==> src/rtl/fila_ram_ctrl_pkg.sv <==
// Shared constants for every block that talks to the 8-bit dual-address RAM (mem_ram).
//   LARGURA_DADO    : RAM word width
//   LARGURA_END     : RAM address width
//   LAT_LEITURA_RAM : cycles from the read-address register to usable ram_saida
package fila_ram_ctrl_pkg;

  localparam int unsigned LARGURA_DADO    = 8;
  localparam int unsigned LARGURA_END     = 7;
  localparam int unsigned LAT_LEITURA_RAM = 2;

endpackage

==> src/rtl/fila_ponteiro.sv <==
// Modulo-PROFUNDIDADE incrementing pointer, used for both the write and the read side.
// Ports:
//   clk, rst_n : clock, asynchronous active-low reset (pointer clears to 0)
//   i_en       : advance by one on the rising edge
//   o_ptr      : current pointer value, registered
module fila_ponteiro #(
  parameter int unsigned PROFUNDIDADE = 32,
  parameter int unsigned LARGURA_PTR  = (PROFUNDIDADE > 1) ? $clog2(PROFUNDIDADE) : 1
) (
  input  logic                   clk,
  input  logic                   rst_n,
  input  logic                   i_en,
  output logic [LARGURA_PTR-1:0] o_ptr
);

  logic [LARGURA_PTR-1:0] r_ptr;

  // Explicit wrap so depths that are not a power of two work.
  always_ff @(posedge clk or negedge rst_n) begin
    if (!rst_n) begin
      r_ptr <= '0;
    end else if (i_en) begin
      if (r_ptr == LARGURA_PTR'(PROFUNDIDADE - 1)) r_ptr <= '0;
      else                                         r_ptr <= r_ptr + LARGURA_PTR'(1);
    end
  end

  assign o_ptr = r_ptr;

endmodule

==> src/rtl/fila_ram_ctrl.sv <==
// FIFO controller in front of mem_ram: owns both pointers, drives every RAM input and
// returns dequeued words with a fixed 2-cycle, valid-tagged latency.
// Ports:
//   clk, rst_n          : clock, asynchronous active-low reset
//   dado_in, wr_en      : enqueue data / request
//   rd_req              : dequeue request
//   dado_out, dado_valido : dequeued word and its one-cycle valid pulse
//   cheia, vazia, nivel : full, empty, occupancy
//   ram_entrada, ram_end_entrada, ram_escrita : RAM write port
//   ram_end_saida, ram_saida                  : RAM read port
// Optional (macro FILA_ERRO_FLAGS_EN): erro_cheia, erro_vazia sticky rejected-request flags.
module fila_ram_ctrl
  import fila_ram_ctrl_pkg::*;
#(
  parameter int unsigned PROFUNDIDADE  = 32,
  parameter int unsigned LARGURA_NIVEL = 6
) (
  input  logic                     clk,
  input  logic                     rst_n,
  input  logic [LARGURA_DADO-1:0]  dado_in,
  input  logic                     wr_en,
  input  logic                     rd_req,
  output logic [LARGURA_DADO-1:0]  dado_out,
  output logic                     dado_valido,
  output logic                     cheia,
  output logic                     vazia,
  output logic [LARGURA_NIVEL-1:0] nivel,
  output logic [LARGURA_DADO-1:0]  ram_entrada,
  output logic [LARGURA_END-1:0]   ram_end_entrada,
  output logic                     ram_escrita,
  output logic [LARGURA_END-1:0]   ram_end_saida,
  input  logic [LARGURA_DADO-1:0]  ram_saida
`ifdef FILA_ERRO_FLAGS_EN
  ,
  output logic                     erro_cheia,
  output logic                     erro_vazia
`endif
);

  localparam int unsigned LARGURA_PTR = (PROFUNDIDADE > 1) ? $clog2(PROFUNDIDADE) : 1;

  logic [LARGURA_PTR-1:0]     w_ptr_esc;
  logic [LARGURA_PTR-1:0]     w_ptr_le;
  logic                       w_esc_ok;
  logic                       w_le_ok;
  logic [LARGURA_NIVEL-1:0]   w_nivel_prox;

  logic [LARGURA_DADO-1:0]    r_dado_out;
  logic                       r_dado_valido;
  logic                       r_cheia;
  logic                       r_vazia;
  logic [LARGURA_NIVEL-1:0]   r_nivel;
  logic [LARGURA_DADO-1:0]    r_ram_entrada;
  logic [LARGURA_END-1:0]     r_ram_end_entrada;
  logic                       r_ram_escrita;
  logic [LARGURA_END-1:0]     r_ram_end_saida;
  logic [LAT_LEITURA_RAM-1:0] r_pipe;

  assign w_esc_ok = wr_en && !r_cheia;
  assign w_le_ok  = rd_req && !r_vazia;

  fila_ponteiro #(.PROFUNDIDADE(PROFUNDIDADE), .LARGURA_PTR(LARGURA_PTR)) u_ptr_esc (
    .clk   (clk),
    .rst_n (rst_n),
    .i_en  (w_esc_ok),
    .o_ptr (w_ptr_esc)
  );

  fila_ponteiro #(.PROFUNDIDADE(PROFUNDIDADE), .LARGURA_PTR(LARGURA_PTR)) u_ptr_le (
    .clk   (clk),
    .rst_n (rst_n),
    .i_en  (w_le_ok),
    .o_ptr (w_ptr_le)
  );

  // Occupancy next-state; simultaneous accepts cancel.
  always_comb begin
    w_nivel_prox = r_nivel;
    case ({w_esc_ok, w_le_ok})
      2'b10:   w_nivel_prox = r_nivel + LARGURA_NIVEL'(1);
      2'b01:   w_nivel_prox = r_nivel - LARGURA_NIVEL'(1);
      default: w_nivel_prox = r_nivel;
    endcase
  end

  // Flags are registered from the next occupancy, so they always equal a decode of nivel.
  always_ff @(posedge clk or negedge rst_n) begin
    if (!rst_n) begin
      r_nivel <= '0;
      r_cheia <= 1'b0;
      r_vazia <= 1'b1;
    end else begin
      r_nivel <= w_nivel_prox;
      r_cheia <= (w_nivel_prox == LARGURA_NIVEL'(PROFUNDIDADE));
      r_vazia <= (w_nivel_prox == '0);
    end
  end

  // RAM write port: one-cycle write-enable pulse per accepted enqueue.
  always_ff @(posedge clk or negedge rst_n) begin
    if (!rst_n) begin
      r_ram_escrita     <= 1'b0;
      r_ram_entrada     <= '0;
      r_ram_end_entrada <= '0;
    end else begin
      r_ram_escrita <= w_esc_ok;
      if (w_esc_ok) begin
        r_ram_entrada     <= dado_in;
        r_ram_end_entrada <= LARGURA_END'(w_ptr_esc);
      end
    end
  end

  // RAM read port plus valid pipe matching the RAM's two falling-edge latency.
  always_ff @(posedge clk or negedge rst_n) begin
    if (!rst_n) begin
      r_ram_end_saida <= '0;
      r_pipe          <= '0;
      r_dado_valido   <= 1'b0;
      r_dado_out      <= '0;
    end else begin
      if (w_le_ok) r_ram_end_saida <= LARGURA_END'(w_ptr_le);
      r_pipe        <= {r_pipe[LAT_LEITURA_RAM-2:0], w_le_ok};
      r_dado_valido <= r_pipe[LAT_LEITURA_RAM-1];
      if (r_pipe[LAT_LEITURA_RAM-1]) r_dado_out <= ram_saida;
    end
  end

`ifdef FILA_ERRO_FLAGS_EN
  logic r_erro_cheia;
  logic r_erro_vazia;

  // Sticky: only reset clears them.
  always_ff @(posedge clk or negedge rst_n) begin
    if (!rst_n) begin
      r_erro_cheia <= 1'b0;
      r_erro_vazia <= 1'b0;
    end else begin
      if (wr_en && r_cheia)  r_erro_cheia <= 1'b1;
      if (rd_req && r_vazia) r_erro_vazia <= 1'b1;
    end
  end

  assign erro_cheia = r_erro_cheia;
  assign erro_vazia = r_erro_vazia;
`endif

  assign dado_out        = r_dado_out;
  assign dado_valido     = r_dado_valido;
  assign cheia           = r_cheia;
  assign vazia           = r_vazia;
  assign nivel           = r_nivel;
  assign ram_entrada     = r_ram_entrada;
  assign ram_end_entrada = r_ram_end_entrada;
  assign ram_escrita     = r_ram_escrita;
  assign ram_end_saida   = r_ram_end_saida;

endmodule

==> config.mk <==
export PLATFORM = sky130hd
export DESIGN_NAME = fila_ram_ctrl
export DESIGN_NICKNAME = d
export VERILOG_FILES = /design/src/rtl/fila_ram_ctrl_pkg.sv /design/src/rtl/fila_ponteiro.sv /design/src/rtl/fila_ram_ctrl.sv
export SDC_FILE = /design/constraint.sdc
export NUM_CORES = 1
export LEC_CHECK = 0
export ABC_CLOCK_PERIOD_IN_PS = 7510
export CORE_MARGIN = 5
export CORE_UTILIZATION = 51
export CTS_CLUSTER_DIAMETER = 200
export CTS_CLUSTER_SIZE = 20
export DETAILED_ROUTE_END_ITERATION = 12
export HOLD_SLACK_MARGIN = 0.06
export PLACE_DENSITY = 0.84
export SYNTH_ARGS = -nofsm -noshare
export SYNTH_HDL_FRONTEND = slang
export SYNTH_SLANG_ARGS = --single-unit
==> constraint.sdc <==
create_clock -name clk -period 7.51 [get_ports clk]
set_clock_uncertainty 0.15 [all_clocks]
set_input_delay 1.502 -clock clk [delete_from_list [all_inputs] [get_ports clk]]
set_output_delay 1.502 -clock clk [all_outputs]
set_load 0.01 [all_outputs]
==> results of run 1 <==
==> per-stage QoR <==
stage / setup slack (ns) / total power [mW] / std cells / utilization / hold slack (ns)
after floorplan: 3.56 / 0.639 / 200 / - / 0.181
after global placement: 2.92 / 0.793 / 291 / 0.666 / 0.188
after detailed placement: 2.81 / 0.806 / 291 / 0.666 / 0.185
after CTS: 3.08 / 0.997 / 299 / 0.694 / 0.201
after global routing: 2.86 / 1.06 / 299 / 0.694 / 0.202
final: 3.10 / 0.985 / 299 / 0.694 / 0.201
==> power by group through the flow <==
| stage | registers, mW | clock network [mW] | logic [mW] |
|---|---|---|---|
| after floorplan | 0.437 | 0 | 0.202 |
| after global placement | 0.430 | 0 | 0.363 |
| after detailed placement | 0.432 | 0 | 0.374 |
| after CTS | 0.429 | 0.190 | 0.379 |
| after global routing | 0.444 | 0.201 | 0.419 |
| final | 0.428 | 0.184 | 0.373 |
==> cell type report <==
class / instances / share of cell area
clock inverter: 3 / 0.0152
sequential: 48 / 0.430
timing repair buffer: 55 / 0.195
tap: 50 / 0.0224
multi-input combinational: 133 / 0.306
inverter: 5 / 0.00671
clock buffer: 5 / 0.0246
==> per-layer routing <==
metal | vias up | wire [um] | global-route usage
li1 | 755 | - | -
met1 | 711 | 1730 | 0.181
met2 | 54 | 1830 | 0.257
met3 | 6 | 352 | 0.0547
met4 | 0 | 59 | 0.0652
met5 | - | 0 | 0
==> cell usage in the layout (no fill, tap or decap), types with 2 or more instances in the layout <==
| master | count |
|---|---|
| nor2_1 | 5 |
| nand2b_1 | 3 |
| ha_1 | 7 |
| conb_1 | 4 |
| mux2i_1 | 2 |
| nand3_1 | 3 |
| dfrtp_1 | 47 |
| clkdlybuf4s50_1 | 54 |
| nor3_1 | 4 |
| nor3b_1 | 3 |
| a21o_1 | 2 |
| inv_1 | 5 |
| nand3b_1 | 2 |
| mux2_2 | 16 |
| clkbuf_8 | 5 |
| nor4b_1 | 2 |
| a21oi_1 | 5 |
| o21ai_0 | 6 |
| and3_1 | 2 |
| nand2_1 | 49 |
| xor2_1 | 4 |
==> registers in the layout, indices dropped and copies added (netlist names) <==
signal / flops
cheia: 1
dado_out: 8
ram_entrada: 8
ram_escrita: 1
dado_valido: 1
r_pipe: 2
u_ptr_le.o_ptr: 5
u_ptr_esc.o_ptr: 5
nivel: 6
ram_end_entrada: 5
vazia: 1
ram_end_saida: 5
==> cells by family after synthesis <==
group,Yosys count,synth area share
and+or+nand+nor,78,0.169
other,1,0.00175
buffers and inverters,19,0.0466
adders and majority gates,7,0.0408
DFF,48,0.560
AOI/OAI and AO/OA,20,0.0606
xor gates and xnor gates,6,0.0280
muxes,18,0.0932
==> critical path, stage by stage <==
cell and delay (ns):
clkdlybuf4s50_1 0.46, nand2b_1 0.44, ha_1 0.53, xor2_1 0.20, ha_1 0.24, and2b_1 0.16
o32a_1 0.29, a21oi_1 0.18, xor2_1 0.14, nor4b_1 0.31
==> final timing paths <==
kind / cells past startpoint / slack, ns / start / to
min in group asynchronous: 1 / 1.22 / rst_n / r_pipe[1]
setup / recovery: 10 / 3.10 / wr_en / cheia
max in group asynchronous: 1 / 5.36 / rst_n / ram_end_saida[1]
hold reg to reg: 0 / 0.20 / r_pipe[0] / r_pipe[1]
setup reg to reg: 10 / 4.26 / vazia / cheia
hold / removal: 0 / 0.20 / r_pipe[0] / r_pipe[1]
==> flow_summary.toml, run 1 <==
[power_and_ir_drop]
seq_power_share = 0.434
clkPwrFrac = 0.187
p_sw_uw = 328
p_int_uw = 656
power_density_nw_per_um2 = 352
switching_share = 0.334
vdd_drop_max_uv = 225
leakage_nw = 1.26
combPwrFrac = 0.378

[timing]
setup_viol = 0
fin_crit_ns = 4.41
relSlewSlack = 0.319
worst_pin_slew_ns = 1.02
slew_violations = 0
rsz0062_at_grt = "false"
finalSetupTns_ns = 0
hold_violations = 0
max_clock_freq_mhz = 227
period_share = 0.587

[layout]
final_layout_size_suffix_gt1_frac = 0.112
fillers = 321
areaGrowthSynthToFinish_pct = 30.2
n_antenna_cell = 0
final_area_um2 = 2800
multi_input_area_um2 = 856
seq_area_um2 = 1200
layout.nets = 275

[detailed_routing]
drt-total-wl_mm = 3.97
num_vias = 1526
post-route-drc-count = 0
detail_route.vias_per_cell = 5.10
routedWlPerCell_um = 13.3
first_pass_iters = 4
ant_nets = 0
drt-initial-drc-count = 60

[place]
portBuffers = 55
placed_cell_area_um2 = 2690
place_congestion = 0.755
hpwl_mm = 2.71

[worst_setup_path]
cp-start-kind = "primary input"
cp-end-kind = "register"
setup.worst_path.class = "in -> reg"
cp.required_ns = 7.56
worstPathMaxFanout = 24
critPathArrivalTime_ns = 4.46

[floorplanning]
die_width_um = 74.9
ios = 60
core-area_um2 = 4030
die-area_um2 = 5610
die_h_um = 74.9
rows = 23
initial_utilization = 0.533

[synthesis]
synth_area_per_cell_um2 = 10.9
synth-async-reset-ratio = 1.00
syn_area_um2 = 2150
ys_types = 39
yosysTopAreaCellShare = 0.548
ys_ff_latch = 48
synth-seq-area-share = 0.560
synth-edff-count = 0
ys_top_cells_by_area = "dfrtp_1 (55%), nand2_1 (8.6%), mux2_2 (8.4%)"
yosysWarnings = 0
synth_largest_area_cell = "dfrtp_1"
ys.flop_type = "dfrtp_1"
synth_commonest_cells = "nand2_1 (49), dfrtp_1 (47), mux2_2 (16)"
synth.most_common_cell = "nand2_1"
synthCells = 197

[grt]
gr-total-overflow = 0
grt_antenna_before_repair = 0
grt_max_degree = 49
first_global_vias = 1515
grt_usage = 0.155
grt_pass1_wl_mm = 6.49

[cts]
clockRootBuffer = "clkbuf_8"
clock_sinks = 48
h-tree-depth = 2
insertion_delay_ns = 0.30
cts-resized-gates = 0
cts_hold_buf = 0
clk_pin_slew_ns = 0.09
cts_tree = "done"
numCtsBuffers = 5
clk_path_buf_depth = 2
cts_setup_buffers = 0

[outcome]
status = "finished, final reports clean"

[worst_hold_path]
hold_path_class = "reg -> reg"

[run]
cap_violations = 0
Power figures use the tool's default switching activity.
==> run 2: changes to the inputs <==
--- a/config.mk
+++ b/config.mk
@@ -5,14 +5,14 @@
 export SDC_FILE = /design/constraint.sdc
 export NUM_CORES = 1
 export LEC_CHECK = 0
-export ABC_CLOCK_PERIOD_IN_PS = 7510
+export ABC_CLOCK_PERIOD_IN_PS = 4100
 export CORE_MARGIN = 5
-export CORE_UTILIZATION = 51
+export CORE_UTILIZATION = 47
 export CTS_CLUSTER_DIAMETER = 200
 export CTS_CLUSTER_SIZE = 20
 export DETAILED_ROUTE_END_ITERATION = 12
 export HOLD_SLACK_MARGIN = 0.06
-export PLACE_DENSITY = 0.84
+export PLACE_DENSITY = 0.79
 export SYNTH_ARGS = -nofsm -noshare
 export SYNTH_HDL_FRONTEND = slang
 export SYNTH_SLANG_ARGS = --single-unit
==> constraint.sdc (replaced) <==
create_clock -name clk -period 4.1 [get_ports clk]
set_clock_uncertainty 0.15 [all_clocks]
set_input_delay 0.82 -clock clk [delete_from_list [all_inputs] [get_ports clk]]
set_output_delay 0.82 -clock clk [all_outputs]
set_load 0.01 [all_outputs]
==> run 2 against run 1 <==
- cell area down 0.58%
- sequential share of layout area increased by 0.25 points
- non-clock buffer count is 2 higher
- critical path depth is 1 higher
- critical path type unchanged
==> flow_summary.toml, run 2 (synthesized netlist as in run 1, its figures left out) <==
[outcome]
status = "finished, final reports clean"

[grt]
grt_usage = 0.140
grt_pass1_wl_mm = 6.80
grt_max_degree = 49
grt_antenna_before_repair = 0
first_global_vias = 1457
gr-total-overflow = 0

[timing]
setup_viol = 0
slew_violations = 0
period_share = 0.757
worst_pin_slew_ns = 1.02
holdWs_ns = 0.205
worst_slack_ns = 0.995
max_clock_freq_mhz = 322
relSlewSlack = 0.318
hold_violations = 0
finalSetupTns_ns = 0
rsz0062_at_grt = "false"
fin_crit_ns = 3.10

[cts]
insertion_delay_ns = 0.29
clockRootBuffer = "clkbuf_8"
clk_path_buf_depth = 2
clock_sinks = 48
numCtsBuffers = 5
clk_pin_slew_ns = 0.08
cts_setup_buffers = 0
cts-resized-gates = 0
cts_tree = "done"
cts_hold_buf = 0
h-tree-depth = 2

[detailed_routing]
first_pass_iters = 4
ant_nets = 0
drt-initial-drc-count = 115
routedWlPerCell_um = 13.5
detail_route.vias_per_cell = 5.16
num_vias = 1558
drt-total-wl_mm = 4.08
post-route-drc-count = 0

[place]
hpwl_mm = 2.84
portBuffers = 55
dp_cells = 295
place_congestion = 0.879
place_ws_ns = 0.692

[worst_setup_path]
worstPathMaxFanout = 9
cp-end-kind = "register"
setup.worst_path.class = "in -> reg"
cp.required_ns = 4.15
critPathArrivalTime_ns = 3.15
cp-start-kind = "primary input"

[layout]
mostFrequentLayoutCell = "clkdlybuf4s50_1"
instances_no_fill = 302
areaGrowthSynthToFinish_pct = 29.5
n_antenna_cell = 0
final_cell_mix = "clkdlybuf4s50_1 (54), nand2_1 (49), dfrtp_1 (47)"
final_layout_size_suffix_gt1_frac = 0.112
layout.nets = 277

[floorplanning]
ios = 60
die_width_um = 77.6
rows = 24
die-area_um2 = 6020
die_h_um = 77.6
core-area_um2 = 4380
initial_utilization = 0.490

[power_and_ir_drop]
vdd_drop_max_uv = 345
leakage_nw = 1.26
power_density_nw_per_um2 = 626
power_mw = 1.74

[worst_hold_path]
hold_path_class = "reg -> reg"

[run]
cap_violations = 0
-- run 2: changes by cell type in the layout (fill, tap and decap cells not counted), sizes merged --
| cell | change |
|---|---|
| clkbuf | +1 |
| buf | +2 |
| clkinvlp | -1 |
| bufinv | -1 |
-- run 2: cell type report --
class / count / area (um2)
multi-input combinational: 133 / 856
clock buffer: 6 / 72.6
timing repair buffer: 57 / 561
clock inverter: 1 / 5.00
fill: 369 / 1600
inverter: 5 / 18.8
tap: 52 / 65.1
sequential: 48 / 1200
-- run 2: per-layer routing --
layer	up-vias	global-route usage	share of wire
met3	5	0.0556	0.091
met1	739	0.172	0.44
met5	-	0	0
li1	761	-	-
met2	53	0.220	0.46
met4	0	0.0550	0.013
-- run 2: worst max-delay path: stages --
cell             delay, ns
clkdlybuf4s50_1       0.46
nand2b_1              0.07
inv_1                 0.11
ha_1                  0.33
xor2_1                0.12
ha_1                  0.24
and2b_1               0.17
o32a_1                0.27
a21oi_1               0.15
xor2_1                0.11
nor4_1                0.30
-- run 2: where the power goes --
| part | internal [mW] | switching [mW] | leakage, nW |
|---|---|---|---|
| combinational | 0.394 | 0.290 | 0.653 |
| sequential | 0.631 | 0.160 | 0.564 |
| clock | 0.116 | 0.148 | 0.0410 |
| total | 1.14 | 0.598 | 1.26 |
-- run 2: worst paths after layout --
path | from | slack, ns | cells after the start | end
min | r_pipe[0] | 0.21 | 0 | r_pipe[1]
max reg2reg | vazia | 1.36 | 10 | vazia
max in group asynchronous | rst_n | 2.63 | 1 | u_ptr_le.o_ptr[4]
max | rd_req | 1.0 | 11 | vazia
min in group asynchronous | rst_n | 0.54 | 1 | nivel[5]
min reg2reg | r_pipe[0] | 0.21 | 0 | r_pipe[1]
-- run 2: metrics by stage --
step / instance area [um2] / utilization
final: 2780 / 0.634
after floorplan: 2160 / -
after detailed placement: 2700 / 0.616
after global routing: 2780 / 0.634
after global placement: 2700 / 0.616
after CTS: 2780 / 0.634
==> run 3: changes to the inputs <==
--- a/config.mk
+++ b/config.mk
@@ -5,7 +5,7 @@
 export SDC_FILE = /design/constraint.sdc
 export NUM_CORES = 1
 export LEC_CHECK = 0
-export ABC_CLOCK_PERIOD_IN_PS = 4100
+export ABC_CLOCK_PERIOD_IN_PS = 3200
 export CORE_MARGIN = 5
 export CORE_UTILIZATION = 47
 export CTS_CLUSTER_DIAMETER = 200
==> constraint.sdc (replaced) <==
create_clock -name clk -period 3.2 [get_ports clk]
set_clock_uncertainty 0.15 [all_clocks]
set_input_delay 0.64 -clock clk [delete_from_list [all_inputs] [get_ports clk]]
set_output_delay 0.64 -clock clk [all_outputs]
set_load 0.01 [all_outputs]
==> run 3 against run 2 <==
- via count shrank 1.4%
- core utilization grew 0.34 points
- flip-flop and latch count did not move
- critical path depth shrank 1
- clock power rose by 24%
- critical endpoint unchanged
- largest power group unchanged
==> flow_summary.toml, run 3 (synthesized netlist as in run 1, its figures left out) <==
[cts]
clk_path_buf_depth = 2
cts_setup_buffers = 0
cts_hold_buf = 0
clk_pin_slew_ns = 0.08
insertion_delay_ns = 0.29
h-tree-depth = 2
numCtsBuffers = 5
cts_tree = "done"
clock_sinks = 48
cts-resized-gates = 0
clockRootBuffer = "clkbuf_8"

[layout]
instances_no_fill = 304
final_layout_size_suffix_gt1_frac = 0.119
final_cell_mix = "clkdlybuf4s50_1 (54), nand2_1 (49), dfrtp_1 (47)"
n_antenna_cell = 0
multi_input_area_um2 = 856
layout.nets = 279
areaGrowthSynthToFinish_pct = 30.2
mostFrequentLayoutCell = "clkdlybuf4s50_1"
fillers = 369
seq_area_um2 = 1200

[worst_hold_path]
holdPathStages = 0
hold_path_class = "reg -> reg"

[timing]
finalSetupTns_ns = 0
worst_slack_ns = 0.305
relSlewSlack = 0.307
period_share = 0.905
hold_violations = 0
worst_pin_slew_ns = 1.04
slew_violations = 0
holdWs_ns = 0.204
max_clock_freq_mhz = 345
setup_viol = 0
rsz0062_at_grt = "false"
fin_crit_ns = 2.89

[worst_setup_path]
r2r_cells = 10
critPathArrivalTime_ns = 2.93
setup.worst_path.class = "in -> reg"
cp-end-kind = "register"
cp-start-kind = "primary input"
rrSetupSlack_ns = 0.49
worstPathMaxFanout = 4
slowest_stage = "clkdlybuf4s50_1"
cp.required_ns = 3.24
path_cells = "clkdlybuf4s50_1 > nand2b_1 > ha_1 > xor2_1 > ha_1 > and2b_1 > o32a_1 > a21oi_1 > xor2_1 > nor4_1"
slowest_delay_ns = 0.48

[floorplanning]
initial_utilization = 0.490
core-area_um2 = 4380
rows = 24
die_width_um = 77.6
die-area_um2 = 6020
ios = 60
die_h_um = 77.6

[power_and_ir_drop]
leakage_nw = 1.27
power_density_nw_per_um2 = 797
combPwrFrac = 0.400
p_int_mw = 1.47
clkPwrFrac = 0.148
vdd_drop_max_uv = 422
seq_power_share = 0.453
p_sw_uw = 758
switching_share = 0.340

[run]
cap_violations = 0

[outcome]
status = "finished, final reports clean"

[place]
hpwl_mm = 2.88
place_congestion = 0.804
place_ws_ns = -0.0304
dp_cells = 297
portBuffers = 55

[detailed_routing]
first_pass_iters = 4
ant_nets = 0
num_vias = 1536
routedWlPerCell_um = 13.4
drt-total-wl_mm = 4.08
post-route-drc-count = 0
drt-initial-drc-count = 89
detail_route.vias_per_cell = 5.05

[grt]
grt_max_degree = 49
grt_antenna_before_repair = 0
first_global_vias = 1538
gr-total-overflow = 0
grt_pass1_wl_mm = 7.07
grt_usage = 0.144
==> run 3: changes by cell type in the layout (fill, tap and decap cells not counted), sizes merged <==
cell | before | now
buf | 3 | 5
==> run 3: final cells by class <==
class | count | share of cell area
clock buffer | 6 | 0.0260
clock inverter | 1 | 0.00179
inverter | 5 | 0.00671
multi-input combinational | 133 | 0.306
sequential | 48 | 0.430
tap | 52 | 0.0233
timing repair buffer | 59 | 0.206
==> run 3: path summary, 6_finish.rpt <==
path | start | to
min in group asynchronous | rst_n | ram_entrada[5]
worst max register to register | vazia | vazia
max in group asynchronous | rst_n | nivel[2]
worst min register to register | r_pipe[0] | r_pipe[1]
worst max-delay path | wr_en | vazia
worst min-delay path | r_pipe[0] | r_pipe[1]
==> run 3: power by group through the flow <==
stage | Sequential [mW] | Clock [mW] | Combinational, mW
after floorplan | 1.03 | 0 | 0.473
after global placement | 1.01 | 0 | 0.873
after detailed placement | 1.02 | 0 | 0.895
after CTS | 1.01 | 0.348 | 0.902
after global routing | 1.04 | 0.369 | 0.990
final | 1.01 | 0.329 | 0.890
==> run 3: critical path, delay by kind of cell <==
kind | cells | cell delay, ns
compound gates | 2 | 0.44
xor+xnor | 2 | 0.29
buf+inv | 1 | 0.48
simple gates | 3 | 0.62
fa+ha+maj | 2 | 0.47
==> run 3: metrics by stage <==
step | utilization | area [um2] | total power, mW
final | 0.638 | 2800 | 2.23
after global routing | 0.638 | 2800 | 2.40
after CTS | 0.638 | 2800 | 2.26
after detailed placement | 0.620 | 2720 | 1.91
after global placement | 0.620 | 2720 | 1.89
after floorplan | - | 2160 | 1.50
==> run 3: metal layers <==
| metal | global-route usage | wire, um |
|---|---|---|
| met5 | 0 | 0 |
| met4 | 0.0412 | 40 |
| met3 | 0.0590 | 319 |
| met2 | 0.212 | 1810 |
| met1 | 0.196 | 1910 |
